===== config.mk =====
export PLATFORM = sky130hd
export DESIGN_NAME = load_bus_master_mux_flat
export DESIGN_NICKNAME = d
export VERILOG_FILES = /design/src/rtl/load_bus_master_mux_pkg.sv /design/src/rtl/load_bus_master_mux_if.sv /design/src/rtl/load_bus_master_mux_r_router.sv /design/src/rtl/load_bus_master_mux.sv /design/src/flat_wrapper.sv
export SDC_FILE = /design/constraint.sdc
export NUM_CORES = 1
export LEC_CHECK = 0
export BUFFER_PORTS_ARGS = -buffer_cell sky130_fd_sc_hd__buf_2
export CORE_AREA = 3 3 129 131
export DETAILED_ROUTE_END_ITERATION = 12
export DIE_AREA = 0 0 132 134
export GPL_ROUTABILITY_DRIVEN = 0
export PLACE_DENSITY = 0.71
export SYNTH_ARGS = -nofsm -noshare
export SYNTH_HDL_FRONTEND = slang
export SYNTH_SLANG_ARGS = --single-unit

===== constraint.sdc =====
create_clock -name clk -period 1.9 [get_ports clk]
set_clock_uncertainty 0.2 [all_clocks]
set_input_delay 0 -clock clk [delete_from_list [all_inputs] [get_ports clk]]
set_output_delay 0 -clock clk [all_outputs]
set_load 0.02 [all_outputs]

===== src/rtl/load_bus_master_mux_pkg.sv =====
// Shared constants for the load-bus datapath: owner codes, FSM states, AXI burst types.
// Latency: n/a (package only).
// Backpressure: n/a (package only).
//
// Owner codes are identical to the arbiter's, so an owner value can be
// compared directly against arbiter-side state.
package load_bus_pkg;

  localparam logic [1:0] OWN_M0 = 2'b00;
  localparam logic [1:0] OWN_M1 = 2'b01;
  localparam logic [1:0] OWN_M2 = 2'b10;

  typedef enum logic [1:0] {
    ST_IDLE = 2'b00,
    ST_ADDR = 2'b01,
    ST_DATA = 2'b10
  } state_t;

  localparam logic [1:0] BURST_FIXED = 2'b00;
  localparam logic [1:0] BURST_INCR  = 2'b01;
  localparam logic [1:0] BURST_WRAP  = 2'b10;

endpackage


===== src/rtl/load_bus_master_mux_if.sv =====
// AXI read channel (AR + R) between one requester and one responder.
// Latency: n/a (wires only).
// Backpressure: valid/ready on both AR and R.
//
// master modport: drives AR and rready (the requester side).
// slave modport : drives arready and the R beat (the responder side).
interface load_bus_master_mux_if #(
  parameter int ADDR_W = 32,
  parameter int DATA_W = 32
) ();

  logic [ADDR_W-1:0] araddr;
  logic [7:0]        arlen;
  logic [2:0]        arsize;
  logic [1:0]        arburst;
  logic              arvalid;
  logic              arready;
  logic [DATA_W-1:0] rdata;
  logic              rlast;
  logic              rvalid;
  logic              rready;

  modport master (
    output araddr, arlen, arsize, arburst, arvalid, rready,
    input  arready, rdata, rlast, rvalid
  );

  modport slave (
    input  araddr, arlen, arsize, arburst, arvalid, rready,
    output arready, rdata, rlast, rvalid
  );

endinterface


===== src/rtl/load_bus_master_mux_r_router.sv =====
// R-channel steering: routes slave read beats to the owning master.
// Latency: 0 cycles, purely combinational.
// Backpressure: s_rready mirrors the owner's rready; non-owners see rvalid=0.
//
// Ports: active (high only while a burst is in its data phase), owner code,
// slave R beat in, per-master rready in; per-master rvalid/rlast out,
// fanned-out rdata, s_rready out.
module load_bus_r_router
  import load_bus_pkg::*;
#(
  parameter int DATA_W = 32
) (
  input  logic              active,
  input  logic [1:0]        owner,
  input  logic [DATA_W-1:0] s_rdata,
  input  logic              s_rlast,
  input  logic              s_rvalid,
  output logic              s_rready,
  input  logic [2:0]        m_rready,
  output logic [2:0]        m_rvalid,
  output logic [2:0]        m_rlast,
  output logic [DATA_W-1:0] m_rdata
);

  // Data is shared by all masters; only the qualifying rvalid is steered.
  assign m_rdata = s_rdata;

  always_comb begin
    s_rready = 1'b0;
    m_rvalid = 3'b000;
    m_rlast  = 3'b000;
    if (active) begin
      case (owner)
        OWN_M0: begin
          s_rready    = m_rready[0];
          m_rvalid[0] = s_rvalid;
          m_rlast[0]  = s_rlast;
        end
        OWN_M1: begin
          s_rready    = m_rready[1];
          m_rvalid[1] = s_rvalid;
          m_rlast[1]  = s_rlast;
        end
        OWN_M2: begin
          s_rready    = m_rready[2];
          m_rvalid[2] = s_rvalid;
          m_rlast[2]  = s_rlast;
        end
        default: ;
      endcase
    end
  end

endmodule


===== src/rtl/load_bus_master_mux.sv =====
// Locks the granted master onto the shared slave port for one whole AXI read burst.
// Latency: arvalid -> s_arvalid 1 cycle; R beats routed combinationally.
// Backpressure: s_arvalid held until s_arready; R stalls follow the owner's rready.
//
// Ports: clk, rst (sync, active high); m0..m2_grnt one-hot arbiter grants;
// m0..m2 master-facing read channels; s slave-facing read channel;
// busy (burst owned), rlast_err (one-cycle pulse on burst-length mismatch).
module load_bus_master_mux
  import load_bus_pkg::*;
#(
  parameter int ADDR_W = 32,
  parameter int DATA_W = 32
) (
  input  logic                  clk,
  input  logic                  rst,
  input  logic                  m0_grnt,
  input  logic                  m1_grnt,
  input  logic                  m2_grnt,
  load_bus_master_mux_if.slave  m0,
  load_bus_master_mux_if.slave  m1,
  load_bus_master_mux_if.slave  m2,
  load_bus_master_mux_if.master s,
  output logic                  busy,
  output logic                  rlast_err
);

  state_t            state;
  logic [1:0]        owner;
  logic [ADDR_W-1:0] araddr_q;
  logic [7:0]        arlen_q;
  logic [2:0]        arsize_q;
  logic [1:0]        arburst_q;
  logic              arvalid_q;
  logic [7:0]        beat_cnt;
  logic              ovf_flagged;

  logic [1:0]        sel_owner;
  logic              sel_vld;
  logic [ADDR_W-1:0] sel_addr;
  logic [7:0]        sel_len;
  logic [2:0]        sel_size;
  logic [1:0]        sel_burst;
  logic              accept;

  logic              s_rready_int;
  logic [2:0]        r_vld;
  logic [2:0]        r_last;
  logic [DATA_W-1:0] r_dat;
  logic              beat;

  // Only a clean one-hot grant selects a request; zero or multiple grants select nothing.
  always_comb begin
    sel_owner = OWN_M0;
    sel_vld   = 1'b0;
    sel_addr  = m0.araddr;
    sel_len   = m0.arlen;
    sel_size  = m0.arsize;
    sel_burst = m0.arburst;
    case ({m2_grnt, m1_grnt, m0_grnt})
      3'b001: sel_vld = m0.arvalid;
      3'b010: begin
        sel_owner = OWN_M1;
        sel_vld   = m1.arvalid;
        sel_addr  = m1.araddr;
        sel_len   = m1.arlen;
        sel_size  = m1.arsize;
        sel_burst = m1.arburst;
      end
      3'b100: begin
        sel_owner = OWN_M2;
        sel_vld   = m2.arvalid;
        sel_addr  = m2.araddr;
        sel_len   = m2.arlen;
        sel_size  = m2.arsize;
        sel_burst = m2.arburst;
      end
      default: ;
    endcase
  end

  // Requests are taken only from IDLE, so a new burst can never start in the
  // cycle the previous one completes.
  assign accept     = !rst && (state == ST_IDLE) && sel_vld;
  assign m0.arready = accept && (sel_owner == OWN_M0);
  assign m1.arready = accept && (sel_owner == OWN_M1);
  assign m2.arready = accept && (sel_owner == OWN_M2);

  assign s.araddr  = araddr_q;
  assign s.arlen   = arlen_q;
  assign s.arsize  = arsize_q;
  assign s.arburst = arburst_q;
  assign s.arvalid = arvalid_q;
  assign busy      = (state != ST_IDLE);

  load_bus_r_router #(.DATA_W(DATA_W)) u_r_router (
    .active   (state == ST_DATA),
    .owner    (owner),
    .s_rdata  (s.rdata),
    .s_rlast  (s.rlast),
    .s_rvalid (s.rvalid),
    .s_rready (s_rready_int),
    .m_rready ({m2.rready, m1.rready, m0.rready}),
    .m_rvalid (r_vld),
    .m_rlast  (r_last),
    .m_rdata  (r_dat)
  );

  assign s.rready  = s_rready_int;
  assign m0.rvalid = r_vld[0];
  assign m1.rvalid = r_vld[1];
  assign m2.rvalid = r_vld[2];
  assign m0.rlast  = r_last[0];
  assign m1.rlast  = r_last[1];
  assign m2.rlast  = r_last[2];
  assign m0.rdata  = r_dat;
  assign m1.rdata  = r_dat;
  assign m2.rdata  = r_dat;

  assign beat = (state == ST_DATA) && s.rvalid && s_rready_int;

  // beat_cnt holds the number of beats already accepted, so the beat carrying
  // rlast must see beat_cnt == arlen. A non-last beat at that count would push
  // past arlen; that overrun is reported once per burst.
  assign rlast_err = !rst && beat &&
                     (s.rlast ? (beat_cnt != arlen_q)
                              : ((beat_cnt == arlen_q) && !ovf_flagged));

  always_ff @(posedge clk) begin
    if (rst) begin
      state       <= ST_IDLE;
      owner       <= OWN_M0;
      araddr_q    <= '0;
      arlen_q     <= '0;
      arsize_q    <= '0;
      arburst_q   <= '0;
      arvalid_q   <= 1'b0;
      beat_cnt    <= '0;
      ovf_flagged <= 1'b0;
    end else begin
      case (state)
        ST_IDLE: begin
          if (accept) begin
            owner     <= sel_owner;
            araddr_q  <= sel_addr;
            arlen_q   <= sel_len;
            arsize_q  <= sel_size;
            arburst_q <= sel_burst;
            arvalid_q <= 1'b1;
            state     <= ST_ADDR;
          end
        end
        ST_ADDR: begin
          if (s.arready) begin
            arvalid_q   <= 1'b0;
            beat_cnt    <= '0;
            ovf_flagged <= 1'b0;
            state       <= ST_DATA;
          end
        end
        ST_DATA: begin
          if (beat) begin
            if (beat_cnt != 8'hFF) beat_cnt <= beat_cnt + 8'd1;
            if (!s.rlast && (beat_cnt == arlen_q)) ovf_flagged <= 1'b1;
            // Completion follows s_rlast only, whatever the count says.
            if (s.rlast) state <= ST_IDLE;
          end
        end
        default: state <= ST_IDLE;
      endcase
    end
  end

endmodule

===== src/flat_wrapper.sv =====
// flat-port wrapper written by rule: the top's interface ports become plain ports
module load_bus_master_mux_flat import load_bus_pkg::*;
#(
  parameter int ADDR_W = 32,
  parameter int DATA_W = 32
)
  (clk, rst, m0_grnt, m1_grnt, m2_grnt, busy, rlast_err, m0_araddr, m0_arlen, m0_arsize, m0_arburst, m0_arvalid, m0_rready, m0_arready, m0_rdata, m0_rlast, m0_rvalid, m1_araddr, m1_arlen, m1_arsize, m1_arburst, m1_arvalid, m1_rready, m1_arready, m1_rdata, m1_rlast, m1_rvalid, m2_araddr, m2_arlen, m2_arsize, m2_arburst, m2_arvalid, m2_rready, m2_arready, m2_rdata, m2_rlast, m2_rvalid, s_araddr, s_arlen, s_arsize, s_arburst, s_arvalid, s_rready, s_arready, s_rdata, s_rlast, s_rvalid);
  load_bus_master_mux_if #(.ADDR_W(ADDR_W), .DATA_W(DATA_W)) m0_i ();
  load_bus_master_mux_if #(.ADDR_W(ADDR_W), .DATA_W(DATA_W)) m1_i ();
  load_bus_master_mux_if #(.ADDR_W(ADDR_W), .DATA_W(DATA_W)) m2_i ();
  load_bus_master_mux_if #(.ADDR_W(ADDR_W), .DATA_W(DATA_W)) s_i ();
  input  logic clk;
  input  logic rst;
  input  logic m0_grnt;
  input  logic m1_grnt;
  input  logic m2_grnt;
  output logic busy;
  output logic rlast_err;
  input wire logic [$bits(m0_i.araddr)-1:0] m0_araddr;
  input wire logic [$bits(m0_i.arlen)-1:0] m0_arlen;
  input wire logic [$bits(m0_i.arsize)-1:0] m0_arsize;
  input wire logic [$bits(m0_i.arburst)-1:0] m0_arburst;
  input wire logic [$bits(m0_i.arvalid)-1:0] m0_arvalid;
  input wire logic [$bits(m0_i.rready)-1:0] m0_rready;
  output wire logic [$bits(m0_i.arready)-1:0] m0_arready;
  output wire logic [$bits(m0_i.rdata)-1:0] m0_rdata;
  output wire logic [$bits(m0_i.rlast)-1:0] m0_rlast;
  output wire logic [$bits(m0_i.rvalid)-1:0] m0_rvalid;
  input wire logic [$bits(m1_i.araddr)-1:0] m1_araddr;
  input wire logic [$bits(m1_i.arlen)-1:0] m1_arlen;
  input wire logic [$bits(m1_i.arsize)-1:0] m1_arsize;
  input wire logic [$bits(m1_i.arburst)-1:0] m1_arburst;
  input wire logic [$bits(m1_i.arvalid)-1:0] m1_arvalid;
  input wire logic [$bits(m1_i.rready)-1:0] m1_rready;
  output wire logic [$bits(m1_i.arready)-1:0] m1_arready;
  output wire logic [$bits(m1_i.rdata)-1:0] m1_rdata;
  output wire logic [$bits(m1_i.rlast)-1:0] m1_rlast;
  output wire logic [$bits(m1_i.rvalid)-1:0] m1_rvalid;
  input wire logic [$bits(m2_i.araddr)-1:0] m2_araddr;
  input wire logic [$bits(m2_i.arlen)-1:0] m2_arlen;
  input wire logic [$bits(m2_i.arsize)-1:0] m2_arsize;
  input wire logic [$bits(m2_i.arburst)-1:0] m2_arburst;
  input wire logic [$bits(m2_i.arvalid)-1:0] m2_arvalid;
  input wire logic [$bits(m2_i.rready)-1:0] m2_rready;
  output wire logic [$bits(m2_i.arready)-1:0] m2_arready;
  output wire logic [$bits(m2_i.rdata)-1:0] m2_rdata;
  output wire logic [$bits(m2_i.rlast)-1:0] m2_rlast;
  output wire logic [$bits(m2_i.rvalid)-1:0] m2_rvalid;
  output wire logic [$bits(s_i.araddr)-1:0] s_araddr;
  output wire logic [$bits(s_i.arlen)-1:0] s_arlen;
  output wire logic [$bits(s_i.arsize)-1:0] s_arsize;
  output wire logic [$bits(s_i.arburst)-1:0] s_arburst;
  output wire logic [$bits(s_i.arvalid)-1:0] s_arvalid;
  output wire logic [$bits(s_i.rready)-1:0] s_rready;
  input wire logic [$bits(s_i.arready)-1:0] s_arready;
  input wire logic [$bits(s_i.rdata)-1:0] s_rdata;
  input wire logic [$bits(s_i.rlast)-1:0] s_rlast;
  input wire logic [$bits(s_i.rvalid)-1:0] s_rvalid;
  assign m0_i.araddr = m0_araddr;
  assign m0_i.arlen = m0_arlen;
  assign m0_i.arsize = m0_arsize;
  assign m0_i.arburst = m0_arburst;
  assign m0_i.arvalid = m0_arvalid;
  assign m0_i.rready = m0_rready;
  assign m0_arready = m0_i.arready;
  assign m0_rdata = m0_i.rdata;
  assign m0_rlast = m0_i.rlast;
  assign m0_rvalid = m0_i.rvalid;
  assign m1_i.araddr = m1_araddr;
  assign m1_i.arlen = m1_arlen;
  assign m1_i.arsize = m1_arsize;
  assign m1_i.arburst = m1_arburst;
  assign m1_i.arvalid = m1_arvalid;
  assign m1_i.rready = m1_rready;
  assign m1_arready = m1_i.arready;
  assign m1_rdata = m1_i.rdata;
  assign m1_rlast = m1_i.rlast;
  assign m1_rvalid = m1_i.rvalid;
  assign m2_i.araddr = m2_araddr;
  assign m2_i.arlen = m2_arlen;
  assign m2_i.arsize = m2_arsize;
  assign m2_i.arburst = m2_arburst;
  assign m2_i.arvalid = m2_arvalid;
  assign m2_i.rready = m2_rready;
  assign m2_arready = m2_i.arready;
  assign m2_rdata = m2_i.rdata;
  assign m2_rlast = m2_i.rlast;
  assign m2_rvalid = m2_i.rvalid;
  assign s_araddr = s_i.araddr;
  assign s_arlen = s_i.arlen;
  assign s_arsize = s_i.arsize;
  assign s_arburst = s_i.arburst;
  assign s_arvalid = s_i.arvalid;
  assign s_rready = s_i.rready;
  assign s_i.arready = s_arready;
  assign s_i.rdata = s_rdata;
  assign s_i.rlast = s_rlast;
  assign s_i.rvalid = s_rvalid;
  load_bus_master_mux #(.ADDR_W(ADDR_W), .DATA_W(DATA_W)) u_core (.clk(clk), .rst(rst), .m0_grnt(m0_grnt), .m1_grnt(m1_grnt), .m2_grnt(m2_grnt), .m0(m0_i), .m1(m1_i), .m2(m2_i), .s(s_i), .busy(busy), .rlast_err(rlast_err));
endmodule

After elaboration in Yosys (flattened, before gate mapping)
Index checks and enable logic that the tools add are counted.
{"block": "word_totals", "memories": 0, "rom_bits": 0, "mem_bits_rw": 0, "word_cells": 85, "reg_bits": 59, "in_bits": 181, "output_inout_bits": 154, "latchBits": 0}
{"block": "classes", "order_cmp": 0, "div_mod_pow": 0, "mux": 32, "n_reduce_logical": 25, "bitwise_logic": 0, "add_sub_neg": 1, "shifts": 0, "multipliers": 0, "n_eq_ne": 18}
{"op": "32-bit one-hot mux with 2 select lines", "count": 1}
{"op": "8-bit one-hot mux with 2 select lines", "count": 2}
{"op": "8-bit two-way mux", "count": 3}
{"op": "1-bit two-way mux", "count": 12}
{"op": "4-bit AND reduction", "count": 3}
{"op": "1-bit logical AND", "count": 11}
{"op": "8-bit by 1-bit adder with 8-bit output (second input constant)", "count": 1}
{"op": "8-bit equality test", "count": 1}
{"op": "2-bit two-way mux", "count": 4}
{"op": "2-bit by 1-bit inequality test with 1-bit output (second input constant)", "count": 4}
{"op": "8-bit inequality test", "count": 1}
{"op": "8-bit inequality test (second input constant)", "count": 1}
{"op": "2-bit one-hot mux with 2 select lines", "count": 2}
{"op": "2-bit by 1-bit equality test with 1-bit output (second input constant)", "count": 3}
{"op": "2-bit equality test (second input constant)", "count": 3}
{"op": "2-bit logical NOT", "count": 3}
{"op": "3-bit two-way mux", "count": 2}
{"op": "1-bit one-hot mux with 3 select lines", "count": 2}
{"op": "2-bit one-hot mux with 3 select lines", "count": 1}
{"op": "3-bit one-hot mux with 2 select lines", "count": 1}
{"op": "2-bit nonzero test", "count": 3}
{"op": "2-bit inequality test (second input constant)", "count": 2}
{"op": "1-bit one-hot mux with 2 select lines", "count": 2}
{"op": "3-bit by 1-bit equality test with 1-bit output (second input constant)", "count": 1}
{"op": "other kinds (5)", "count": 7}

Longest topological paths before layout
{"block": "logic_depth", "depth_word": 6, "depth_mapped": 8, "ltp_nobuf": 6}

Modules after synthesis
From an unflattened synthesis, not the netlist that was laid out.
{"block": "hier_totals", "cells_unflattened": 632, "hier_area_um2": 5258.8}
{"mod": "load_bus_master_mux", "area_per_inst_um2": 4944.7, "cells_per_inst": 586, "seq_area_each_um2": 1181.1, "instances": 1}
{"mod": "load_bus_r_router", "area_per_inst_um2": 314.1, "cells_per_inst": 46, "seq_area_each_um2": 0.0, "instances": 1}

Least setup slack after synthesis
OpenSTA, ideal clock, no wires.
{"block": "synth_path", "kind": "reg2out", "start": "register u_core.arlen_q[4] (netlist: u_core.s.arlen[4])", "end": "output port rlast_err", "t_arrival_ns": 1.766, "path_stages_with_launch": 6, "n_path_buf": 0, "slack_ns": -0.066, "cell_sequence": "dfxtp_1 xor2_1 nor4_1 nand2_1 or3_1 a211oi_1"}
{"block": "synth_via", "elab_chain_len": 4}
{"element": "from (decl)", "line_no": "load_bus_master_mux.sv:30", "text": "logic [7:0] arlen_q;"}
{"element": "from (signal assigned)", "line_no": "load_bus_master_mux.sv:145", "text": "arlen_q <= sel_len;"}
{"element": "8-bit equality test", "line_no": "load_bus_master_mux.sv:126", "text": ": ((beat_cnt == arlen_q) && !ovf_flagged));"}
{"element": "1-bit logical AND", "line_no": "load_bus_master_mux.sv:126"}
{"element": "1-bit two-way mux (*)", "line_no": "load_bus_master_mux.sv:125", "text": "(s.rlast ? (beat_cnt != arlen_q)"}
{"element": "1-bit logical AND (*)", "line_no": "load_bus_master_mux.sv:124", "text": "assign rlast_err = !rst && beat &&"}
{"element": "to (decl)", "line_no": "flat_wrapper.sv:18", "text": "output logic rlast_err;"}
Mark *: on every way between the ends. The rest lies on a longest branch, timed or not.

Worst setup path in the final report
{"block": "layout_path", "start": "register u_core.state[1]", "end": "output port m2_arready"}
{"block": "layout_via", "elab_chain_len": 4}
{"element": "from (decl)", "line_no": "load_bus_master_mux.sv:27", "text": "state_t state;"}
{"element": "from (signal assigned)", "line_no": "load_bus_master_mux.sv:130", "text": "state <= ST_IDLE;"}
{"element": "from (signal assigned)", "line_no": "load_bus_master_mux.sv:149", "text": "state <= ST_ADDR;"}
{"element": "from (signal assigned)", "line_no": "load_bus_master_mux.sv:157", "text": "state <= ST_DATA;"}
{"element": "2-bit logical NOT", "line_no": "load_bus_master_mux.sv:83", "text": "assign accept = !rst && (state == ST_IDLE) && sel_vld;"}
{"element": "1-bit logical AND (2 in a row)", "line_no": "load_bus_master_mux.sv:83"}
{"element": "1-bit logical AND", "line_no": "load_bus_master_mux.sv:86", "text": "assign m2.arready = accept && (sel_owner == OWN_M2);"}
{"element": "to (decl)", "line_no": "flat_wrapper.sv:45", "text": "output wire logic [$bits(m2_i.arready)-1:0] m2_arready;"}
No other way between the ends.

==> key figures <==
Run status
  – Status: finished with violations
  – Failing checks: setup timing

Clock network
  – CTS Buf Count: 9
  – Depth of the CTS H-tree: 3
  – Max Root-Sink Buffers: 2
  – Clock transition at the registers of the reported paths: 50 ps
  – Clk_lat worst skew: 330 ps
  – Root Driver: clkbuf_16
  – CTS tree: done
  – Sink count of the clock tree: 59

STA
  – Max-slew violation count: 0
  – Final worst slack: -231 ps
  – Setup Viol. Count Final: 52
  – Worst slew margin: 0.502
  – Least-Margin Pin Slew: 744 ps
  – Final Cycle Share: 1.12
  – Fmax: 0.469 GHz
  – RSZ-0062 raised after global routing: true
  – Count of final hold-check violations: 0
  – Final min period: 2130 ps
  – Final hold slack: 17.5 ps

Worst setup path
  – Crit path DAT: 1930 ps
  – Worst Setup Start Kind: flop
  – Critical path type: flop to primary output
  – Worst setup EP type: primary output
  – Worst EP required: 1700 ps
  – CP Max Fanout: 3

Finish
  – Layout cells sized above 1: 0.421
  – Fin cells: 1,095
  – Area growth from synthesis to layout: 82.1%
  – N_diodes: 0
  – NumNets Final: 1,058

Synth
  – Syn nets: 744
  – Count leader, synth: buf_4
  – Yosys top cell by area: dfxtp_1
  – Post-synth top cells: 98 x buf_4, 59 x dfxtp_1, 57 x nand2_1
  – Synth top area share: 0.276
  – EDFF count, synth: 0
  – Main flop type after synthesis: dfxtp_1
  – Cell count after synthesis: 562
  – Distinct cell type count after synthesis: 48
  – YS warnings: 0
  – Synth Area per Inst: 7.62 µm²
  – Post-synthesis sequential area ratio: 0.276
  – Top post-synthesis cells by area: dfxtp_1 28%, buf_4 17%, nand2_1 5.0%
  – Flops & latches, synth: 59
  – Post-synth ARST share: 0
  – Synthesized area: 4280 µm²

Pwr
  – Internal power: 2.86 mW
  – Clock power frac: 0.392
  – Reg power frac: 0.314
  – Net Sw Frac: 0.300
  – Combinational share of power: 0.294
  – P_leak: 3.31 nW
  – PwrDens: 525 nW/µm²
  – Maximum vdd drop: 0.427 mV
  – NetSw: 1.23 mW

Route
  – Final wirelength: 20,500 µm
  – Drt pass-1 iters: 5
  – DR vias: 5,511
  – DRT iter0 DRCs: 285
  – Average wire per standard cell: 18.8 µm
  – Vias per inst: 5.03
  – DRT antenna net count: 0
  – DRC Markers: 0

Floorplanning
  – Die H: 134 µm
  – Initial Utilization: 0.272
  – FP Rows: 46
  – IO Count: 335
  – Core Box Area: 15,700 µm²
  – Die Width: 132 µm
  – Die area: 17,700 µm²

Global routing
  – Tot GR Track Use: 0.220
  – Number of global-route vias before repair: 5,697
  – Largest net degree at the start of global routing: 42
  – Total gr overflow: 0
  – Antenna violations before repair: 2
  – First-pass GRT wire length: 30,800 µm

Hold path
  – Hold WC Path Type: input pin to flop

Placed design
  – Port bufs: 206
  – DP Cell Count: 897
  – Post-detail-place hpwl: 12,400 µm

Job
  – Max-cap violations: 0
layout by cell type (no fill, tap or decap), types with 3 or more instances in the layout:
master         instances
or3_1                  4
a22o_1                 4
nand3_1               29
o21ai_0               28
buf_4                 46
nor2_1                36
a221oi_4               4
a211oi_1              14
nand2_1               34
o221ai_1              21
clkbuf_16             12
buf_6                  7
o22ai_1               21
a21oi_2                7
xor2_1                 9
nor2b_1                3
buf_8                  4
dlygate4sd3_1        169
a22oi_1                3
dfxtp_2                5
a211oi_2              10
nor3_1                 8
nand2_4                5
a221oi_2              17
buf_2                203
buf_16                 3
buf_12                 6
nand3b_1               5
dfxtp_1               54
a31oi_1                3
a21oi_1               22
nand2_2               18
nand2b_1              27
metal layers:
metal | GRT usage | part of all wire | vias up
li1 | - | - | 2582
met1 | 0.238 | 0.38 | 2524
met2 | 0.393 | 0.50 | 330
met3 | 0.0623 | 0.080 | 73
met4 | 0.109 | 0.038 | 2
met5 | 0 | 0.00034 | -
final timing paths:
check,slack (ps),cells after the start,startpoint,to
max,-230,8,u_core.state[1],m2_arready
min,20,3,rst,u_core.s.araddr[12]
min reg2reg,250,2,u_core.ovf_flagged,u_core.ovf_flagged
max reg2reg,-190,5,u_core.state[1],u_core.s.araddr[1]
power by group through the flow:
stage | sequential (mW) | clock (mW) | combinational (mW)
after floorplan | 1.34 | 0 | 0.567
after global placement | 1.31 | 0 | 0.614
after detailed placement | 1.31 | 0 | 0.618
after CTS | 1.28 | 1.67 | 1.14
after global routing | 1.29 | 1.71 | 1.28
final | 1.28 | 1.60 | 1.20
metrics by stage:
stage	power [mW]	instance area [µm²]	util	TNS, ps	worst slack, ps
after floorplan	1.91	4300	-	0	13.1
after global placement	1.92	5100	0.325	-6990	-212
after detailed placement	1.93	5100	0.325	-8420	-243
after CTS	4.10	7610	0.485	-7750	-259
after global routing	4.27	7790	0.496	-10740	-305
final	4.09	7790	0.496	-7370	-231
what timing repair did:
| action | in CTS | in global routing |
|---|---|---|
| endpoints found under the hold margin | 148 | 0 |
| setup endpoints to repair | 53 | 58 |
| gates cloned | 5 | 1 |
| setup buffers | 10 | 1 |
| gates resized for setup | 89 | 34 |
| pin swaps | 63 | 10 |
| hold buffers | 169 | 0 |
critical path: stages (launching register included):
cell and delay (ps):
dfxtp_2 310, or3_4 390, buf_6 130, a2111oi_4 190
buf_4 200, buf_8 140, nand2_4 60, inv_2 70
buf_6 110
sequential cells by signal, summed over array words and instances (netlist names):
name                flops
u_core.s.arvalid        1
u_core.owner            2
u_core.ovf_flagged      1
u_core.s.arlen          8
u_core.s.araddr        32
u_core.beat_cnt         8
u_core.s.arburst        2
u_core.state            2
u_core.s.arsize         3
kinds of logic after synthesis:
group,count (synthesis),synth area share
AO/OA/AOI/OAI,168,0.274
multiplexers,1,0.00234
XOR/XNOR,9,0.0184
adder cells (fa/ha/maj),1,0.00292
flip-flops,59,0.276
buffers and inverters,141,0.217
AND/OR/NAND/NOR,183,0.209
final cells by class:
class	instances	area [µm²]
Timing Repair Buffer	441	3470
Multi-Input combinational cell	362	2570
Clock inverter	3	40.0
Sequential cell	59	1190
Clock buffer	11	243
Fill cell	1412	7920
Inverter	3	11.3
Tap cell	216	270
No activity file was read; power rests on OpenSTA's default activity.
